===== src/rtl/pong_ball_engine.sv =====
// Pong game engine: moves the ball once per video frame (falling edge of iVS),
// bounces it off the walls and paddle faces, scores misses and sequences serve/game-over.
module pong_ball_engine #(
   parameter int SCREEN_W    = 640,
   parameter int SCREEN_H    = 480,
   parameter int BALL_SIZE   = 20,
   parameter int PADDLE_W    = 20,
   parameter int PADDLE_H    = 100,
   parameter int PL_X        = 100,
   parameter int PR_X        = 500,
   parameter int VEL_X       = 3,
   parameter int VEL_Y       = 2,
   parameter int SERVE_DELAY = 60,
   parameter int WIN_SCORE   = 9
) (
   input  logic        iVGA_CLK,
   input  logic        iRST_n,
   input  logic        iVS,
   input  logic        serve_n,
   input  logic [11:0] pL_ypos,
   input  logic [11:0] pR_ypos,
   output logic [31:0] ball,
   output logic [3:0]  score_l,
   output logic [3:0]  score_r,
   output logic        point_pulse,
   output logic [2:0]  game_state
);

   typedef enum logic [2:0] {
      S_IDLE  = 3'd0,
      S_DELAY = 3'd1,
      S_PLAY  = 3'd2,
      S_OVER  = 3'd3
   } state_t;

   localparam logic [10:0] X_CTR  = 11'((SCREEN_W - BALL_SIZE) / 2);
   localparam logic [10:0] Y_CTR  = 11'((SCREEN_H - BALL_SIZE) / 2);
   localparam logic [11:0] X_MAX  = 12'(SCREEN_W - BALL_SIZE);
   localparam logic [11:0] Y_MAX  = 12'(SCREEN_H - BALL_SIZE);
   localparam logic [11:0] XR_HIT = 12'(PR_X - BALL_SIZE);
   localparam logic [11:0] XL_HIT = 12'(PL_X + PADDLE_W);
   localparam logic [11:0] VX     = 12'(VEL_X);
   localparam logic [11:0] VY     = 12'(VEL_Y);
   localparam logic [11:0] BS     = 12'(BALL_SIZE);
   localparam logic [11:0] PH     = 12'(PADDLE_H);
   localparam logic [3:0]  WIN    = 4'(WIN_SCORE);
   localparam int          CNT_W  = (SERVE_DELAY > 1) ? $clog2(SERVE_DELAY) : 1;
   localparam logic [CNT_W-1:0] CNT_LAST = CNT_W'(SERVE_DELAY - 1);

   state_t           state;
   logic             vs_q;
   logic [CNT_W-1:0] frame_cnt;
   logic [10:0]      x;
   logic [10:0]      y;
   logic             dir_x;
   logic             dir_y;

   logic             tick;
   logic [11:0]      x12;
   logic [11:0]      y12;
   logic [11:0]      ball_bot;
   logic [11:0]      pl_bot;
   logic [11:0]      pr_bot;
   logic             ovl_l;
   logic             ovl_r;
   logic             hit_l;
   logic             hit_r;
   logic             miss_l;
   logic             miss_r;
   logic [10:0]      x_step;
   logic [10:0]      y_step;
   logic             dx_step;
   logic             dy_step;
   logic [3:0]       sl_inc;
   logic [3:0]       sr_inc;

   assign tick = vs_q & ~iVS;

   assign x12 = {1'b0, x};
   assign y12 = {1'b0, y};

   // Vertical overlap uses wrapping 12-bit sums, so paddles near the top of the code space behave as the paddle logic sends them.
   assign ball_bot = y12 + BS;
   assign pl_bot   = pL_ypos + PH;
   assign pr_bot   = pR_ypos + PH;
   assign ovl_l    = (ball_bot > pL_ypos) && (y12 < pl_bot);
   assign ovl_r    = (ball_bot > pR_ypos) && (y12 < pr_bot);

   assign hit_r  =  dir_x && (x12 <= XR_HIT) && (x12 + VX >= XR_HIT) && ovl_r;
   assign miss_r =  dir_x && !hit_r && (x12 + VX >= X_MAX);
   assign hit_l  = !dir_x && (x12 >= XL_HIT) && (x12 <= XL_HIT + VX) && ovl_l;
   assign miss_l = !dir_x && !hit_l && (x12 < VX);

   assign sl_inc = (score_l >= WIN) ? score_l : score_l + 4'd1;
   assign sr_inc = (score_r >= WIN) ? score_r : score_r + 4'd1;

   // NOTE: every output of this block is given a default first, so no path leaves a latch behind.
   always_comb begin
      y_step  = y;
      dy_step = dir_y;
      x_step  = x;
      dx_step = dir_x;
      if (dir_y) begin
         if (y12 + VY >= Y_MAX) begin
            y_step  = 11'(Y_MAX);
            dy_step = 1'b0;
         end else begin
            y_step = 11'(y12 + VY);
         end
      end else begin
         if (y12 < VY) begin
            y_step  = '0;
            dy_step = 1'b1;
         end else begin
            y_step = 11'(y12 - VY);
         end
      end
      if (hit_r) begin
         x_step  = 11'(XR_HIT);
         dx_step = 1'b0;
      end else if (hit_l) begin
         x_step  = 11'(XL_HIT);
         dx_step = 1'b1;
      end else if (dir_x) begin
         x_step = 11'(x12 + VX);
      end else begin
         x_step = 11'(x12 - VX);
      end
   end

   // NOTE: sequential state uses non-blocking assignments only; the async reset puts the
   // ball word at centre the moment iRST_n falls, with no clock edge required.
   always_ff @(posedge iVGA_CLK or negedge iRST_n) begin
      if (!iRST_n) begin
         state       <= S_IDLE;
         vs_q        <= 1'b1;
         frame_cnt   <= '0;
         x           <= X_CTR;
         y           <= Y_CTR;
         dir_x       <= 1'b1;
         dir_y       <= 1'b1;
         score_l     <= '0;
         score_r     <= '0;
         point_pulse <= 1'b0;
      end else begin
         vs_q        <= iVS;
         point_pulse <= 1'b0;
         case (state)
            S_IDLE: begin
               if (tick && !serve_n) begin
                  frame_cnt <= '0;
                  state     <= S_DELAY;
               end
            end
            S_DELAY: begin
               if (tick) begin
                  if (frame_cnt == CNT_LAST) begin
                     frame_cnt <= '0;
                     state     <= S_PLAY;
                  end else begin
                     frame_cnt <= frame_cnt + 1'b1;
                  end
               end
            end
            S_PLAY: begin
               if (tick) begin
                  if (miss_r || miss_l) begin
                     // The ball restarts toward the player who just lost the point.
                     point_pulse <= 1'b1;
                     x           <= X_CTR;
                     y           <= Y_CTR;
                     dir_x       <= miss_r;
                     frame_cnt   <= '0;
                     if (miss_r) begin
                        score_l <= sl_inc;
                        state   <= (sl_inc == WIN) ? S_OVER : S_DELAY;
                     end else begin
                        score_r <= sr_inc;
                        state   <= (sr_inc == WIN) ? S_OVER : S_DELAY;
                     end
                  end else begin
                     x     <= x_step;
                     y     <= y_step;
                     dir_x <= dx_step;
                     dir_y <= dy_step;
                  end
               end
            end
            S_OVER: begin
               if (tick && !serve_n) begin
                  score_l   <= '0;
                  score_r   <= '0;
                  dir_x     <= 1'b1;
                  x         <= X_CTR;
                  y         <= Y_CTR;
                  frame_cnt <= '0;
                  state     <= S_DELAY;
               end
            end
            default: begin
               x     <= X_CTR;
               y     <= Y_CTR;
               state <= S_IDLE;
            end
         endcase
      end
   end

   assign ball       = {x, y, dir_x, dir_y, 8'h00};
   assign game_state = state;

endmodule


===== config.mk =====
export PLATFORM = sky130hd
export DESIGN_NAME = pong_ball_engine
export DESIGN_NICKNAME = d
export VERILOG_FILES = /design/src/rtl/pong_ball_engine.sv
export SDC_FILE = /design/constraint.sdc
export NUM_CORES = 1
export LEC_CHECK = 0
export ABC_CLOCK_PERIOD_IN_PS = 2950
export CAP_MARGIN = 20
export CORE_AREA = 4 4 103 105
export CTS_CLUSTER_DIAMETER = 200
export CTS_CLUSTER_SIZE = 10
export DETAILED_ROUTE_END_ITERATION = 12
export DIE_AREA = 0 0 107 109
export HOLD_SLACK_MARGIN = 0.15
export MAX_ROUTING_LAYER = met4
export PLACE_DENSITY = 0.82
export SYNTH_ARGS = -nofsm -noshare
export SYNTH_HDL_FRONTEND = slang
export SYNTH_SLANG_ARGS = --single-unit

===== constraint.sdc =====
create_clock -name iVGA_CLK -period 2.95 [get_ports iVGA_CLK]
set_input_delay 0.4425 -clock iVGA_CLK [delete_from_list [all_inputs] [get_ports iVGA_CLK]]
set_output_delay 0.4425 -clock iVGA_CLK [all_outputs]
set_load 0.01 [all_outputs]

# --- Word-level counts from Yosys, hierarchy flattened ---
# Cells that the tools add are included.
totals:
  reg_bits: 43
  elab_cells: 135
classes:
  add_sub_neg: 10
  order_cmp: 14
  n_eq_ne: 15
  mux: 52
  bitwise: 4
  n_reduce_logical: 30
op_table:
  columns: ["cell", "n"]
  rows:
  - ["11-bit two-way mux", 12]
  - ["11-bit case mux with 3 select lines", 2]
  - ["4-bit two-way mux", 9]
  - ["6-bit two-way mux", 5]
  - ["11-bit by 2-bit adder with 12-bit output (second input constant)", 2]
  - ["12-bit by 7-bit adder with 12-bit output (second input constant)", 2]
  - ["12-bit by 9-bit >= comparator with 1-bit output (second input constant)", 2]
  - ["12-bit greater-than comparator", 2]
  - ["11-bit by 12-bit less-than comparator with 1-bit output", 2]
  - ["11-bit by 2-bit less-than comparator with 1-bit output (second input constant)", 2]
  - ["11-bit by 2-bit subtractor with 11-bit output (second input constant)", 2]
  - ["5-bit AND reduction", 4]
  - ["6-bit case mux with 3 select lines", 1]
  - ["4-bit case mux with 2 select lines", 2]
  - ["3-bit two-way mux", 5]
  - ["2-bit != test (second input constant)", 7]
  - ["1-bit logical AND", 13]
  - ["11-bit by 5-bit adder with 12-bit output (second input constant)", 1]
  - ["12-bit by 10-bit >= comparator with 1-bit output (second input constant)", 1]
  - ["11-bit by 7-bit >= comparator with 1-bit output (second input constant)", 1]
  - ["11-bit by 7-bit less-or-equal comparator with 1-bit output (second input constant)", 1]
  - ["11-bit by 9-bit less-or-equal comparator with 1-bit output (second input constant)", 1]
  - ["1-bit two-way mux", 11]
  - ["3-bit case mux with 3 select lines", 1]
  - ["other kinds (21)", 34]

# --- Logic depth before layout (Yosys ltp) ---
# Gate-level depths: netlist of the first run.
depth:
  ltp_word: 11
  mapped_depth: 13
  mapped_depth_nobuf: 13

# --- Worst setup path before layout of the first run ---
# OpenSTA, ideal clock, no wires.
synth_timing:
  path_type: "register -> register"
  from: "reg y[5]"
  to: "reg x[2]"
  setup_time_ns: 0.082
  arrival_ns: 3.062
  t_required_ns: 2.868
  slack_ns: -0.194
  path_stages_with_launch: 14
  n_path_buf: 1
  period_less_slack_ns: 3.144
  cell_sequence: "dfstp_2 -> clkbuf_1 -> nand3_1 -> o21bai_1 -> nor2_1 -> xnor2_1 -> ha_1 -> nand2_1 -> nor2_1 -> a31oi_1 -> a21boi_0 -> nor4_1 -> a211oi_1 -> a211o_1"
synth_via:
  elab_chain_cells: 11
  elab_cells_between_ends: 21
  cone_classes: "1 x add/sub; 4 x order compare; 5 x mux; 11 x reduce/logical"
synth_rtl:
  columns: ["item", "line_no", "rtl"]
  rows:
  - ["from (decl)", "54", "logic [10:0] y;"]
  - ["from (signal assigned)", "183", "y <= y_step;"]
  - ["11-bit by 5-bit adder with 12-bit output", "83", "assign ball_bot = y12 + BS;"]
  - ["12-bit greater-than comparator (on tied branches)", "87, 86", null]
  - ["1-bit logical AND (on tied branches)", "87, 86", null]
  - ["1-bit logical AND (on tied branches)", "89, 91", null]
  - ["1-bit logical NOT (on tied branches)", "90, 92", null]
  - ["1-bit logical AND (on tied branches) (2 in a row)", "90, 92", null]
  - ["1-bit logical OR", "167", "if (miss_r || miss_l) begin"]
  - ["11-bit two-way mux (*)", "167", null]
  - ["11-bit two-way mux (*)", "166", "if (tick) begin"]
  - ["11-bit case mux with 3 select lines (*)", "148", "case (state)"]
  - ["to (signal assigned)", "182", "x <= x_step;"]
  - ["to (decl)", "53", "logic [10:0] x;"]
# Every way passes the cells marked *; elsewhere a longest branch is shown, timed or not. The select of a mux whose other input is x is not followed.
# A chain may end at the register's enable or synchronous reset.

# --- Worst setup path after layout of the first run ---
layout_timing:
  from: "reg y[2]"
  to: "reg x[2]"
# The elaborated chain is that of the path after synthesis.

==> flow_metrics.tcl, run 1 <==
set metrics [dict create \
    status "complete, but fails checks" \
    failed_checks "negative setup slack" \
    grt_util_all_layers_pct 24.8 \
    power.density_mw_per_mm2 693 \
    grt_use_met2_pct 41.4 \
    final.setup.worst_slack_ns -0.0415 \
    synthTopCellsByCount "62 x ha_1, 47 x nor2_1, 45 x inv_1" \
    antenna_found_initial 0 \
    die_w_um 107 \
    hold_viol 0 \
    wl_per_cell_um 17.6 \
    finalCritPeriodShare_pct 101 \
    reg2reg_to "x[2]" \
    ys_ff_latch 41 \
    cts_tree "yes" \
    power_leakage_nw 2.87 \
    grt_pass1_wl_um 23100 \
    worst_ep_required_time_ns 3.19 \
    grt_max_degree 42 \
    numCtsBuffers 5 \
    die_y_um 109 \
    slew_viol_final 0 \
    insertion_delay_ns 0.30 \
    numPortBuffers 61 \
    ir_worst_vdd_mv 0.482 \
    ys_top_cells_by_area "ha_1 16%, dfrtp_1 15%, dfstp_2 7.1%" \
    final_area_sq_mm 0.00633 \
    clock_path_buffers 2 \
    start_util_pct 49.8 \
    core-area_sq_mm 0.00964 \
    die-area_sq_mm 0.0117 \
    synth_flop_cell "dfrtp_1" \
    viasPerCell 6.17 \
    post-dp-hpwl_um 11100 \
    drc_errors 0 \
    synth.most_common_cell "ha_1" \
    htree_levels 2 \
    fin_util_pct 65.6 \
    worst-path-max-fanout 5 \
    hold_path_class "in2async" \
    synth_warnings 0 \
    synth-edff-count 0 \
    end_kind "flip-flop" \
    synthArstFlopShare_pct 100 \
    setup_viol 3 \
    netlist.area_leader.share_pct 16.2 \
    grt_pass1_vias 4959 \
    slew_headroom_pct 36.2 \
    reg2reg_depth 12 \
    place_congestion 0.989 \
    worst_ep_arrival_time_ns 3.23 \
    syn_to_final_growth_pct 31.8 \
    synth_area_sq_mm 0.00480 \
    cts.sinks 41 \
    cts-root-buf "clkbuf_8" \
    drtIter0Drc 407 \
    synthCells 598 \
    avgSynthCellArea_sq_um 8.03 \
    area.sequential_sq_mm 0.00104 \
    grt_util_met1_pct 30.0 \
    rows 36 \
    rsz0062_at_grt "true" \
    fillers 782 \
    ant_nets 0 \
    clk_pin_slew_ns 0.09 \
    fin_skew_ns 0.00946 \
    io_pins 72 \
    drive_gt1_share_pct 21.2 \
    multiInputGateArea_sq_mm 0.00362 \
    timing.final.crit_period_ns 2.99 \
    start_kind "flip-flop" \
    nNetsFinal 797 \
    grt.overflow.total 0 \
    worst_pin_slew_ns 0.957 \
    synth_top_area_cell "ha_1" \
    worst_r2r_startpoint "y[2]" \
    maxCapViolCount 0 \
    max_freq_mhz 334 \
    use_met3_pct 3.91 \
    post_dp_cell_area_sq_mm 0.00587 \
    r2r_slack_ns -0.04 \
    hold_buffers 0 \
    diodes 0 \
    crit_type "reg2reg" \
    dr.pass1.iters 6 \
    ys_types 73 \
    ys_seq_area_share_pct 21.7 \
    vias 5187 \
    busiest_layer "met2" \
    tns_ns -0.0876 \
    route.final.wire_length_um 14800 \
]
[power breakdown]
part / leakage, nW / switching, mW / internal [mW]
combinational: 2.29 / 1.52 / 1.36
sequential: 0.512 / 0.225 / 0.715
clock: 0.0687 / 0.220 / 0.341
total: 2.87 / 1.97 / 2.42
[stage by stage]
stage	cells	hold WS, ns	worst slack, ns	power (mW)
after detailed placement	824	0.476	-0.445	3.47
after global placement	824	0.471	-0.245	3.35
after floorplan	607	0.147	0.00227	2.49
after global routing	841	0.358	-0.128	4.70
after CTS	832	0.307	-0.0316	4.06
final	841	0.285	-0.0415	4.39
[cells in the final DEF, fill, tap and decap left out, types with 10 or more instances in the layout]
cell             Yosys  final
inv_1               45     45
nand3_1             20     18
buf_4               13     70
a21oi_1             33     25
conb_1               1     10
dfrtp_1             28     27
nand2_1             43     41
xnor2_1             25     22
dfstp_2             13     13
ha_1                62     58
a31oi_1             15     14
clkdlybuf4s50_1      0     54
nor3_1              11     11
o21ai_0             37     30
nor2_1              47     44
[flip-flops by register name, indices dropped and copies added (netlist names)]
name,cells
x,11
y,10
frame_cnt,6
score_l,4
score_r,4
game_state,2
dir_x,1
dir_y,1
point_pulse,1
vs_q,1
[per-layer routing]
layer	vias to the layer above	part of all wire [%]	wire, um
li1	2390	-	-
met1	2466	39	5810
met2	270	49	7260
met3	61	8.4	1240
met4	0	3.4	499
met5	-	0	0
[critical path, cell delays in order (launching register included)]
cell and delay [ns]:
dfstp_2 0.59, ha_4 0.17, o21ai_4 0.06, xnor2_2 0.16, ha_1 0.33, and4_1 0.24
buf_6 0.13, a311o_1 0.37, buf_4 0.15, nor4_4 0.25, buf_4 0.18, a211oi_1 0.06
a211o_1 0.23
[worst max path at each step]
stage | startpoint | end | slack (ns) | depth (start not counted)
5_1_grt | y[5] | x[3] | -0.13 | 10
3_5_place_dp | pR_ypos[3] | x[3] | -0.44 | 12
3_3_place_gp | pR_ypos[3] | x[3] | -0.24 | 12
4_1_cts | pR_ypos[3] | x[2] | -0.03 | 14
6_report | y[2] | x[2] | -0.04 | 12
2_1_floorplan | y[4] | x[3] | 0.002 | 13
[cell type report]
cell class / instances / area share (%)
inverters: 45 / 2.67
clock inverters: 3 / 1.09
flip-flops and latches: 41 / 16.5
repair buffers: 135 / 18.8
multi-input cells: 479 / 57.2
clock buffers: 5 / 1.09
well taps: 133 / 2.63
[repair_timing]
item | in CTS | in global routing
hold endpoints to repair | 0 | 0
buffers inserted | 0 | 9
resized for setup | 9 | 53
endpoints found under the setup margin | 7 | 26
pin swaps | 0 | 30
[cells by family (layout without fill, tap and decap cells)]
| family | after synthesis | count (layout) | share of synthesized area [%] |
|---|---|---|---|
| multiplexers | 8 | 8 | 1.77 |
| AO/OA/AOI/OAI | 179 | 179 | 26.1 |
| other | 1 | 10 | 0.0781 |
| adder cells (fa/ha/maj) | 62 | 62 | 16.2 |
| AND/OR/NAND/NOR | 190 | 190 | 20.1 |
| buffers and inverters | 87 | 188 | 8.58 |
| XOR/XNOR | 30 | 30 | 5.47 |
| flip-flops | 41 | 41 | 21.7 |
(Power assumes the default switching activity.)
==> run 2: changes to the inputs <==
SETUP_SLACK_MARGIN = 0.02   (was unset)
==> run 2 against run 1 <==
The run still ends with negative setup slack left; combinational power up 7%; die area did not move; non-clock buffer count is 10 higher; clock power up 3.7%; flip-flop and latch count unchanged; register-to-register slack lost 0.07 ns; hold slack got worse by 0.0091 ns; wire length increased by 5.6%; sequential share of layout area decreased by 0.57 points; clock skew up 0.0046 ns; final cell count is 1.3% higher; largest cell class unchanged; largest power group unchanged; highest routed layer unchanged.
==> flow_metrics.tcl, run 2 (same netlist as run 1, synthesis figures left out) <==
set metrics [dict create \
    grt_util_all_layers_pct 25.1 \
    timing.final.crit_period_ns 3.06 \
    finalCritPeriodShare_pct 104 \
    regMostFlops "x" \
    ant_nets 0 \
    slew_viol_final 0 \
    power_leakage_nw 2.91 \
    die-area_sq_mm 0.0117 \
    diodes 0 \
    r2r_slack_ns -0.11 \
    wl_per_cell_um 18.3 \
    cts.sinks 41 \
    most-common-layout-cells "79 x buf_4, 57 x clkdlybuf4s50_1, 52 x ha_1" \
    post-dp-hpwl_um 10800 \
    final_area_sq_mm 0.00655 \
    max_freq_mhz 327 \
    grt_util_met1_pct 32.2 \
    crit_type "reg2reg" \
    cp_cell_sequence "ha_4, buf_4, o21bai_2, nor2_2, xnor2_2, ha_1, nand2_2, nor2_4, a31oi_1, a21boi_2, or4_4, a31oi_1, o21ai_1" \
    numCtsBuffers 5 \
    rsz0062_at_grt "true" \
    final.setup.worst_slack_ns -0.108 \
    use_met3_pct 3.73 \
    hold_path_class "in2async" \
    slowest_stage "dfstp_2" \
    vias 5309 \
    largest_reg_flops 11 \
    nNetsFinal 808 \
    maxCapViolCount 0 \
    status "complete, but fails checks" \
    route.final.wire_length_um 15600 \
    drive_gt1_share_pct 25.0 \
    worst-path-max-fanout 3 \
    drtIter0Drc 593 \
    cts-root-buf "clkbuf_8" \
    numPortBuffers 61 \
    busiest_layer "met2" \
    drc_errors 0 \
    hold_buffers 0 \
    ir_worst_vdd_mv 0.559 \
    power.total_mw 4.59 \
    htree_levels 2 \
    rows 36 \
    grt_max_degree 42 \
    viasPerCell 6.23 \
    insertion_delay_ns 0.31 \
    multiInputGateArea_sq_mm 0.00377 \
    antenna_found_initial 0 \
    reg_top3 "x x11, y x10, frame_cnt x6" \
    end_kind "flip-flop" \
    power.density_mw_per_mm2 701 \
    place_congestion 0.933 \
    setup_viol 3 \
    worst_pin_slew_ns 0.968 \
    place_inst 828 \
    grt.overflow.total 0 \
    worst_ep_required_time_ns 3.16 \
    grt_pass1_wl_um 23300 \
    dr.pass1.iters 7 \
    grt_use_met2_pct 41.7 \
    cpPeakStageDelay_ns 0.60 \
    slew_headroom_pct 35.4 \
    worst_ep_arrival_time_ns 3.26 \
    die_w_um 107 \
    fillers 718 \
    syn_to_final_growth_pct 36.4 \
    hold_ws_ns 0.276 \
    start_util_pct 49.8 \
    io_pins 72 \
    fin_skew_ns 0.0141 \
    die_y_um 109 \
    failed_checks "negative setup slack" \
    grt_pass1_vias 4855 \
    fin_util_pct 67.9 \
    path_common_cell "a31oi_1" \
    core-area_sq_mm 0.00964 \
    cts_tree "yes" \
    clock_path_buffers 2 \
    start_kind "flip-flop" \
    layout.cells.non_filler 852 \
    area.sequential_sq_mm 0.00104 \
    layout.cells.most_common "buf_4" \
    clk_pin_slew_ns 0.10 \
    hold_viol 0 \
    post_dp_cell_area_sq_mm 0.00590 \
]
-- run 2: changes by cell type in the layout (fill, tap and decap cells not counted), moves of 3 or more --
cell	change
buf_4	+9
clkdlybuf4s50_1	+3
dlymetal6s2s_1	-4
ha_1	-6
ha_4	+7
nor2_4	+3
-- run 2: through the flow --
step           TNS [ns]  setup WS (ns)
2_1_floorplan         0         0.0248
3_3_place_gp      -1.45         -0.252
3_5_place_dp      -2.34         -0.402
4_1_cts        -0.00187       -0.00187
5_1_grt          -0.922         -0.212
6_report         -0.161         -0.108
-- run 2: power by group --
group / internal, mW / total [mW] / switching (mW)
registers: 0.713 / 0.922 / 0.209
logic: 1.45 / 3.09 / 1.63
clock network: 0.341 / 0.582 / 0.240
-- run 2: path summary, 6_finish.rpt --
| check | startpoint | to | cells past startpoint |
|---|---|---|---|
| min in group iVGA_CLK | frame_cnt[5] | frame_cnt[5] | 1 |
| max reg2reg | y[2] | x[3] | 13 |
| max | y[2] | x[3] | 13 |
| max in group asynchronous | iRST_n | y[4] | 1 |
| min reg2reg | frame_cnt[5] | frame_cnt[5] | 1 |
| min | iRST_n | x[0] | 1 |
-- run 2: worst max-delay path: cells and delay by family (launching register included) --
family | cells | cell delay (ns)
buf+inv | 1 | 0.11
flops | 1 | 0.60
compound gates | 5 | 0.67
simple gates | 4 | 0.99
xor+xnor | 1 | 0.09
fa+ha+maj | 2 | 0.49
-- run 2: cell type report --
| type | count | share of cell area (%) |
|---|---|---|
| Clock buffer | 5 | 1.05 |
| Sequential cell | 41 | 15.9 |
| Clock inverter | 3 | 1.05 |
| Tap cell | 133 | 2.54 |
| Multi-Input combinational cell | 480 | 57.6 |
| Timing Repair Buffer | 145 | 19.2 |
| Inverter | 45 | 2.58 |
-- run 2: repair_timing --
| action | 4_1_cts | 5_1_grt |
|---|---|---|
| pin swaps | 5 | 32 |
| gates cloned | 0 | 1 |
| setup buffers | 4 | 11 |
| gates resized for setup | 10 | 73 |
| setup endpoints to repair | 7 | 30 |
-- run 2: layer usage --
layer	up-vias	part of all wire (%)	routed length, um
met5	-	0	0
met4	0	2.9	452
met3	64	8.3	1290
met2	321	49	7730
met1	2514	39	6160
li1	2410	-	-
